File: src/rtl/temp_meas_sequencer.sv
// temp_meas_sequencer: sequences the pulse-duration temperature measurement.
// It enables the sensor oscillator, waits a settling time, then measures
// 2^NAVG_LOG2 low phases of the synchronized sensor pulse. The averaged
// duration goes out over a valid/ready handshake. A per-sample watchdog
// aborts a stalled run.
// Optional feature macro: TEMP_SEQ_CONT_EN adds the `cont` input for
// back-to-back runs without re-settling.
//
// Handshake: result_valid rises when a result is available and holds it,
// together with a stable result_data, until result_valid & result_ready
// are both 1 on a rising clock edge. The transfer happens on that edge.
module temp_meas_sequencer #(
  parameter int CNT_W     = 12,
  parameter int NAVG_LOG2 = 2,
  parameter int SETTLE    = 16,
  parameter int TIMEOUT   = 8191
) (
  input  logic             clk,
  input  logic             reset_n,
  input  logic             start,
  input  logic             signal_in,
`ifdef TEMP_SEQ_CONT_EN
  input  logic             cont,
`endif
  output logic             sensor_en,
  output logic             busy,
  output logic             result_valid,
  input  logic             result_ready,
  output logic [CNT_W-1:0] result_data,
  output logic             timeout_err
);

  localparam int ACC_W = CNT_W + NAVG_LOG2;
  localparam int IDX_W = NAVG_LOG2 + 1;
  localparam int SET_W = $clog2(SETTLE + 1);
  localparam int WD_W  = $clog2(TIMEOUT + 1);
  localparam logic [CNT_W-1:0] CNT_MAX  = '1;
  localparam logic [IDX_W-1:0] LAST_IDX = IDX_W'((1 << NAVG_LOG2) - 1);

  typedef enum logic [2:0] {
    S_IDLE, S_SETTLE, S_WAIT_HIGH, S_WAIT_LOW, S_COUNT, S_RESULT
  } state_t;

  state_t             state_q, state_d;
  logic [1:0]         sync_q;
  logic [SET_W-1:0]   set_q, set_d;
  logic [WD_W-1:0]    wd_q, wd_d;
  logic [CNT_W-1:0]   cnt_q, cnt_d;
  logic [ACC_W-1:0]   acc_q, acc_d;
  logic [IDX_W-1:0]   idx_q, idx_d;
  logic [CNT_W-1:0]   res_q, res_d;
  logic               busy_q, busy_d;
  logic               tmo_q, tmo_d;
  logic               abort;
  logic               sig_s;
  logic               cont_w;
  logic [WD_W-1:0]    wd_inc;
  logic               wd_expire;
  logic [ACC_W-1:0]   acc_sum;

`ifdef TEMP_SEQ_CONT_EN
  assign cont_w = cont;
`else
  assign cont_w = 1'b0;
`endif

  assign sig_s     = sync_q[1];
  assign wd_inc    = wd_q + 1'b1;
  assign wd_expire = (wd_inc == WD_W'(TIMEOUT));
  assign acc_sum   = acc_q + ACC_W'(cnt_q);

  // Two-flop synchronizer for the asynchronous sensor pulse.
  always_ff @(posedge clk or negedge reset_n) begin
    if (!reset_n) sync_q <= 2'b00;
    else          sync_q <= {sync_q[0], signal_in};
  end

  // State, counters, accumulator and registered outputs.
  always_ff @(posedge clk or negedge reset_n) begin
    if (!reset_n) begin
      state_q <= S_IDLE;
      set_q   <= '0;
      wd_q    <= '0;
      cnt_q   <= '0;
      acc_q   <= '0;
      idx_q   <= '0;
      res_q   <= '0;
      busy_q  <= 1'b0;
      tmo_q   <= 1'b0;
    end else begin
      state_q <= state_d;
      set_q   <= set_d;
      wd_q    <= wd_d;
      cnt_q   <= cnt_d;
      acc_q   <= acc_d;
      idx_q   <= idx_d;
      res_q   <= res_d;
      busy_q  <= busy_d;
      tmo_q   <= tmo_d;
    end
  end

  // Next-state logic; a completing sample takes priority over watchdog expiry.
  always_comb begin
    state_d = state_q;
    set_d   = set_q;
    wd_d    = wd_q;
    cnt_d   = cnt_q;
    acc_d   = acc_q;
    idx_d   = idx_q;
    res_d   = res_q;
    abort   = 1'b0;
    case (state_q)
      S_IDLE: begin
        if (start) begin
          state_d = S_SETTLE;
          set_d   = '0;
        end
      end
      S_SETTLE: begin
        set_d = set_q + 1'b1;
        if (set_q == SET_W'(SETTLE - 1)) begin
          state_d = S_WAIT_HIGH;
          acc_d   = '0;
          idx_d   = '0;
          wd_d    = '0;
        end
      end
      S_WAIT_HIGH: begin
        wd_d = wd_inc;
        if (sig_s) state_d = S_WAIT_LOW;
        if (wd_expire) abort = 1'b1;
      end
      S_WAIT_LOW: begin
        wd_d = wd_inc;
        if (!sig_s) begin
          state_d = S_COUNT;
          cnt_d   = CNT_W'(1);
        end
        if (wd_expire) abort = 1'b1;
      end
      S_COUNT: begin
        if (sig_s) begin
          acc_d = acc_sum;
          idx_d = idx_q + 1'b1;
          wd_d  = '0;
          if (idx_q == LAST_IDX) begin
            state_d = S_RESULT;
            res_d   = CNT_W'(acc_sum >> NAVG_LOG2);
          end else begin
            state_d = S_WAIT_LOW;
          end
        end else begin
          wd_d = wd_inc;
          if (cnt_q != CNT_MAX) cnt_d = cnt_q + 1'b1;
          if (wd_expire) abort = 1'b1;
        end
      end
      S_RESULT: begin
        if (result_ready) begin
          if (cont_w) begin
            state_d = S_WAIT_HIGH;
            acc_d   = '0;
            idx_d   = '0;
            wd_d    = '0;
          end else begin
            state_d = S_IDLE;
          end
        end
      end
      default: state_d = S_IDLE;
    endcase
    if (abort) begin
      state_d = S_IDLE;
      acc_d   = '0;
      idx_d   = '0;
    end
  end

  assign tmo_d  = abort;
  assign busy_d = (state_d != S_IDLE);

  assign sensor_en    = (state_q inside {S_SETTLE, S_WAIT_HIGH, S_WAIT_LOW, S_COUNT}) ||
                        ((state_q == S_RESULT) && cont_w);
  assign result_valid = (state_q == S_RESULT);
  assign result_data  = res_q;
  assign busy         = busy_q;
  assign timeout_err  = tmo_q;

endmodule

File: config.mk
export PLATFORM = sky130hd
export DESIGN_NAME = temp_meas_sequencer
export DESIGN_NICKNAME = d
export VERILOG_FILES = /design/src/rtl/temp_meas_sequencer.sv
export SDC_FILE = /design/constraint.sdc
export NUM_CORES = 1
export LEC_CHECK = 0
export ABC_AREA = 1
export CORE_ASPECT_RATIO = 1.2
export CORE_UTILIZATION = 40
export CTS_CLUSTER_DIAMETER = 80
export DETAILED_ROUTE_END_ITERATION = 7
export SLEW_MARGIN = 20
export SYNTH_ARGS = -nofsm -noshare
export SYNTH_HDL_FRONTEND = slang
export SYNTH_SLANG_ARGS = --single-unit
File: constraint.sdc
create_clock -name clk -period 2.3 [get_ports clk]
set_clock_uncertainty 0.05 [all_clocks]
set_input_delay 0.575 -clock clk [delete_from_list [all_inputs] [get_ports clk]]
set_output_delay 0.575 -clock clk [all_outputs]
set_load 0.01 [all_outputs]
== Yosys cells after proc, flatten, opt, wreduce, memory -nomap -nowiden ==
Index checks and enable logic that the tools add are counted.

* Add/sub/neg operators: 5
* Equality and inequality tests: 16
* Muxes and demuxes: 29
* Reductions and logical operators: 13

{| class="wikitable"
|+ Operators with widths
! cell !! count
|-
| $mux W14 || 3
|-
| $pmux W13 S3 || 1
|-
| $mux W12 || 3
|-
| $mux W3 || 11
|-
| $pmux W14 S2 || 1
|-
| $mux W13 || 2
|-
| $pmux W12 S2 || 1
|-
| $pmux W3 S6 || 1
|-
| $add A14 B12 Y14 || 1
|-
| $add A13 B1 Y13 const B || 1
|-
| $eq A13 B13 Y1 const B || 1
|-
| $add A12 B1 Y12 const B || 1
|-
| $ne A12 B12 Y1 const B || 1
|-
| $ne A2 B2 Y1 const B || 5
|-
| $pmux W5 S2 || 1
|-
| $eq A3 B2 Y1 const B || 3
|-
| $reduce_bool A3 Y1 || 3
|-
| $eq A3 B3 Y1 const B || 2
|-
| $ne A3 B3 Y1 const B || 2
|-
| $pmux W3 S2 || 1
|-
| $reduce_and A3 Y1 || 2
|-
| $add A5 B1 Y5 const B || 1
|-
| $eq A5 B4 Y1 const B || 1
|-
| $mux W5 || 1
|-
| other kinds (10) || 13
|}

* Register bits after elaboration: 66
* Logic and storage cells: 73

== Logic depth before layout (Yosys ltp) ==
* Word-level depth: 7
* Depth in mapped cells: 13

== Worst setup path before layout ==
No wires, ideal clock.

* Path type: register -> register
* From: register cnt_q[0]
* To: register acc_q[12]
* Setup time: 0.117 ns
* Arrival time: 1.674 ns
* Required time: 2.133 ns
* Setup slack: 0.459 ns
* Cell stages (with the launch flop): 10
* Path through: dfrtp_1 ha_1 inv_1 fa_1 o21ai_0 nand4_1 nand3_1 nand2_1 nand3_1 nand2_1

* Word-level cells in the longest chain between the ends: 4

{| class="wikitable"
|+ RTL lines
! item !! line !! text
|-
| start, declared || 48 || <nowiki>logic [CNT_W-1:0] cnt_q, cnt_d;</nowiki>
|-
| start signal, assigned || 94 || <nowiki>cnt_q <= cnt_d;</nowiki>
|-
| $add A14 B12 Y14 || 70 || <nowiki>assign acc_sum = acc_q + ACC_W'(cnt_q);</nowiki>
|-
| $mux W14 || 143 || <nowiki>if (sig_s) begin</nowiki>
|-
| $pmux W14 S2 || 113 || <nowiki>case (state_q)</nowiki>
|-
| $mux W14 || 173 || <nowiki>if (abort) begin</nowiki>
|-
| end signal, assigned || 85 || <nowiki>acc_q <= '0;</nowiki>
|-
| end signal, assigned || 95 || <nowiki>acc_q <= acc_d;</nowiki>
|-
| end, declared || 49 || <nowiki>logic [ACC_W-1:0] acc_q, acc_d;</nowiki>
|}

Every way passes these cells. The select of a mux whose other input is x is not followed.
A chain may end at the register's enable or synchronous reset.

== Final worst setup path ==
* From: register state_q[1]
* To: output result_valid

* Word-level cells in the longest chain between the ends: 1

{| class="wikitable"
|+ RTL lines
! item !! line !! text
|-
| start, declared || 44 || <nowiki>state_t state_q, state_d;</nowiki>
|-
| start signal, assigned || 91 || <nowiki>state_q <= state_d;</nowiki>
|-
| $eq A3 B3 Y1 || 185 || <nowiki>assign result_valid = (state_q == S_RESULT);</nowiki>
|-
| end, declared || 27 || <nowiki>output logic result_valid,</nowiki>
|}

Every way passes these cells.

==> out/metrics.yaml <==
placement:
  hpwlAfterDp_mm: 6.88
  preCtsSetupSlack_ns: 0.225
  routabilityCongestion: 0.879
  placed_area_mm2: 0.00441
  numPortBuffers: 20
cells_and_area:
  final_common_cell: "nand2_1"
  stdcell_area_mm2: 0.00471
  syn2layout_area_growth_pct: 16.5
  drive_above_1_share: 0.129
  mostFrequentLayoutCells: "nand2_1, dfrtp_1, inv_1"
  diodes: 0
  regArea_mm2: 0.00165
  fin_nets: 573
  multi_input_area_mm2: 0.00213
  fillers: 937
yosys:
  synth_edf_count: 0
  synth.distinct_cells: 37
  netlist_top_cells_area: "dfrtp_1, nand2_1, ha_1, nand3_1, nand3_2"
  yosysWarnings: 0
  syn_area_per_cell_um2: 7.81
  synthCells: 517
  seq_area_frac_synth: 0.409
  ys.flop_type: "dfrtp_1"
  synthesis.nets: 542
  async_flop_share: 1.00
  synth_top_area_frac: 0.409
  synth_top_cell_by_area: "dfrtp_1"
  synthesis.area_mm2: 0.00404
  synth-seq-cells: 66
routing:
  drt_iter0_drc: 109
  routed_wirelength_mm: 9.31
  via_count: 3492
  ant_nets: 0
  first_pass_iters: 5
  via_per_inst: 5.17
  wire_per_inst_um: 13.8
  drcViolationCount: 0
power:
  p_seq_frac: 0.382
  clockPowerShare: 0.379
  switching_power_mw: 1.18
  pwr-share-comb: 0.239
  power_switching_share: 0.333
  power.density_mw_per_mm2: 753
  vdd_drop_max_v: 0.000380
  p_leak_nw: 2.28
  p_int_mw: 2.36
outcome:
  status: "complete, no violations"
sta:
  max_freq_mhz: 461
  period_needed_ns: 2.17
  whs_ns: 0.135
  slew_headroom: 0.695
  final_hold_viol_count: 0
  rsz0062_at_grt: "false"
  slew_violations: 0
  tns_ns: 0
  tightest_slew_ns: 0.454
  worst_slack_ns: 0.131
  final-setup-viol-count: 0
  period_share: 0.943
min_path:
  min_path_type: "input port to asynchronous set/reset pin"
die:
  start_util: 0.418
  core_area_mm2: 0.00966
  rows: 39
  io_pins: 21
  die_w_um: 93.7
  die_y_um: 112
  die-area_mm2: 0.0105
critical_path:
  end_kind: "primary output"
  criticalPathCategory: "flip-flop to primary output"
  start_kind: "flip-flop"
  required_ns: 1.67
  crit_fanout: 3
  critPathArrivalTime_ns: 1.54
grt:
  grt_overflow_total: 0
  grt_pass1_wl_mm: 16.4
  antenna_found_initial: 0
  grtUsageTotal: 0.198
  grt_pass1_vias: 3533
  grt_max_degree: 51
cts:
  cts-root-buf: "clkbuf_16"
  clkLatencyLatePin_ns: 0.33
  clkTransAtPathRegs_ns: 0.06
  tritoncts: "built"
  numClockSinks: 66
  cts_buffer_depth: 2
  cts_max_level: 3
  cts_buffers: 9
job:
  maxCapViolCount: 0
synth_stat cells, types with 2 or more instances:
cell type	n
nand2_1	159
dfrtp_1	66
inv_1	49
nand3_1	43
nor2_1	35
o21ai_0	25
ha_1	19
nand3_2	19
nand4_1	11
xor2_1	11
a21oi_1	10
inv_2	8
nor2_2	8
o22ai_1	7
o31ai_1	6
buf_2	5
nor3_1	5
nor2_4	4
nand2_2	3
nand3b_1	3
a22o_1	2
buf_6	2
or2_2	2
xnor2_1	2
what timing repair did:
item                                   4_1_cts  5_1_grt
setup buffers                                0        0
endpoints found under the hold margin        0        0
hold buffers                                 0        0
pin swaps                                    1        1
setup endpoints to repair                    1        2
resized for setup                            2        4
cloned                                       0        0
registers in the layout (all words and copies together), names as in the netlist:
signal	flops
wd_q	13
busy	1
state_q	3
result_data	12
cnt_q	12
sync_q	2
idx_q	3
timeout_err	1
set_q	5
acc_q	14
critical path, stage by stage, from the launching register on:
cell	delay, ns
dfrtp_1	0.42
inv_2	0.11
nand3_1	0.09
inv_1	0.07
clkdlybuf4s50_1	0.52
final cells by class:
class                      instances  area share
tap                              123      0.0327
sequential                        66       0.351
multi-input combinational        385       0.452
inverter                          58      0.0468
clock inverter                     3     0.00851
timing repair buffer              28      0.0566
clock buffer                      12      0.0524
cell families after synthesis:
kind of cell	count (synthesis)	share of synthesized area
AND/OR/NAND/NOR	296	0.351
AO/OA/AOI/OAI	56	0.0802
XOR/XNOR	13	0.0282
flip-flops	66	0.409
buffers and inverters	66	0.0681
adder cells (fa/ha/maj)	20	0.0638
power groups by stage:
stage	sequential, mW	clock (mW)	combinational, mW
final	1.35	1.34	0.848
after floorplan	1.35	0	0.591
after CTS	1.35	1.38	0.852
after global routing	1.36	1.43	0.954
after detailed placement	1.37	0	0.845
after global placement	1.36	0	0.827
through the flow:
| stage | total power, mW | utilization | cells |
|---|---|---|---|
| after global placement | 2.19 | 0.456 | 660 |
| final | 3.54 | 0.487 | 675 |
| after floorplan | 1.94 | - | 517 |
| after detailed placement | 2.21 | 0.456 | 660 |
| after global routing | 3.75 | 0.487 | 675 |
| after CTS | 3.58 | 0.486 | 675 |
path summary, 6_finish.rpt:
kind | start | endpoint | slack [ns] | depth (start not counted)
setup / recovery | state_q[1]$_DFF_PN0_ | result_valid | 0.13 | 4
hold / removal | reset_n | cnt_q[11]$_DFFE_PN0P_ | 0.13 | 1
setup reg to reg | wd_q[0]$_DFFE_PN0P_ | busy$_DFF_PN0_ | 0.23 | 11
hold reg to reg | sync_q[0]$_DFF_PN0_ | sync_q[1]$_DFF_PN0_ | 0.31 | 0
max in group asynchronous | reset_n | result_data[6]$_DFFE_PN0P_ | 1.44 | 2
min in group clk | sync_q[0]$_DFF_PN0_ | sync_q[1]$_DFF_PN0_ | 0.31 | 0
metal layers:
metal,vias up,GRT usage,wire length [um]
li1,1762,-,-
met1,1673,0.238,4070
met2,44,0.356,4870
met3,13,0.0312,211
met4,0,0.0636,161
met5,-,0,0
No activity file was read; power rests on OpenSTA's default activity.
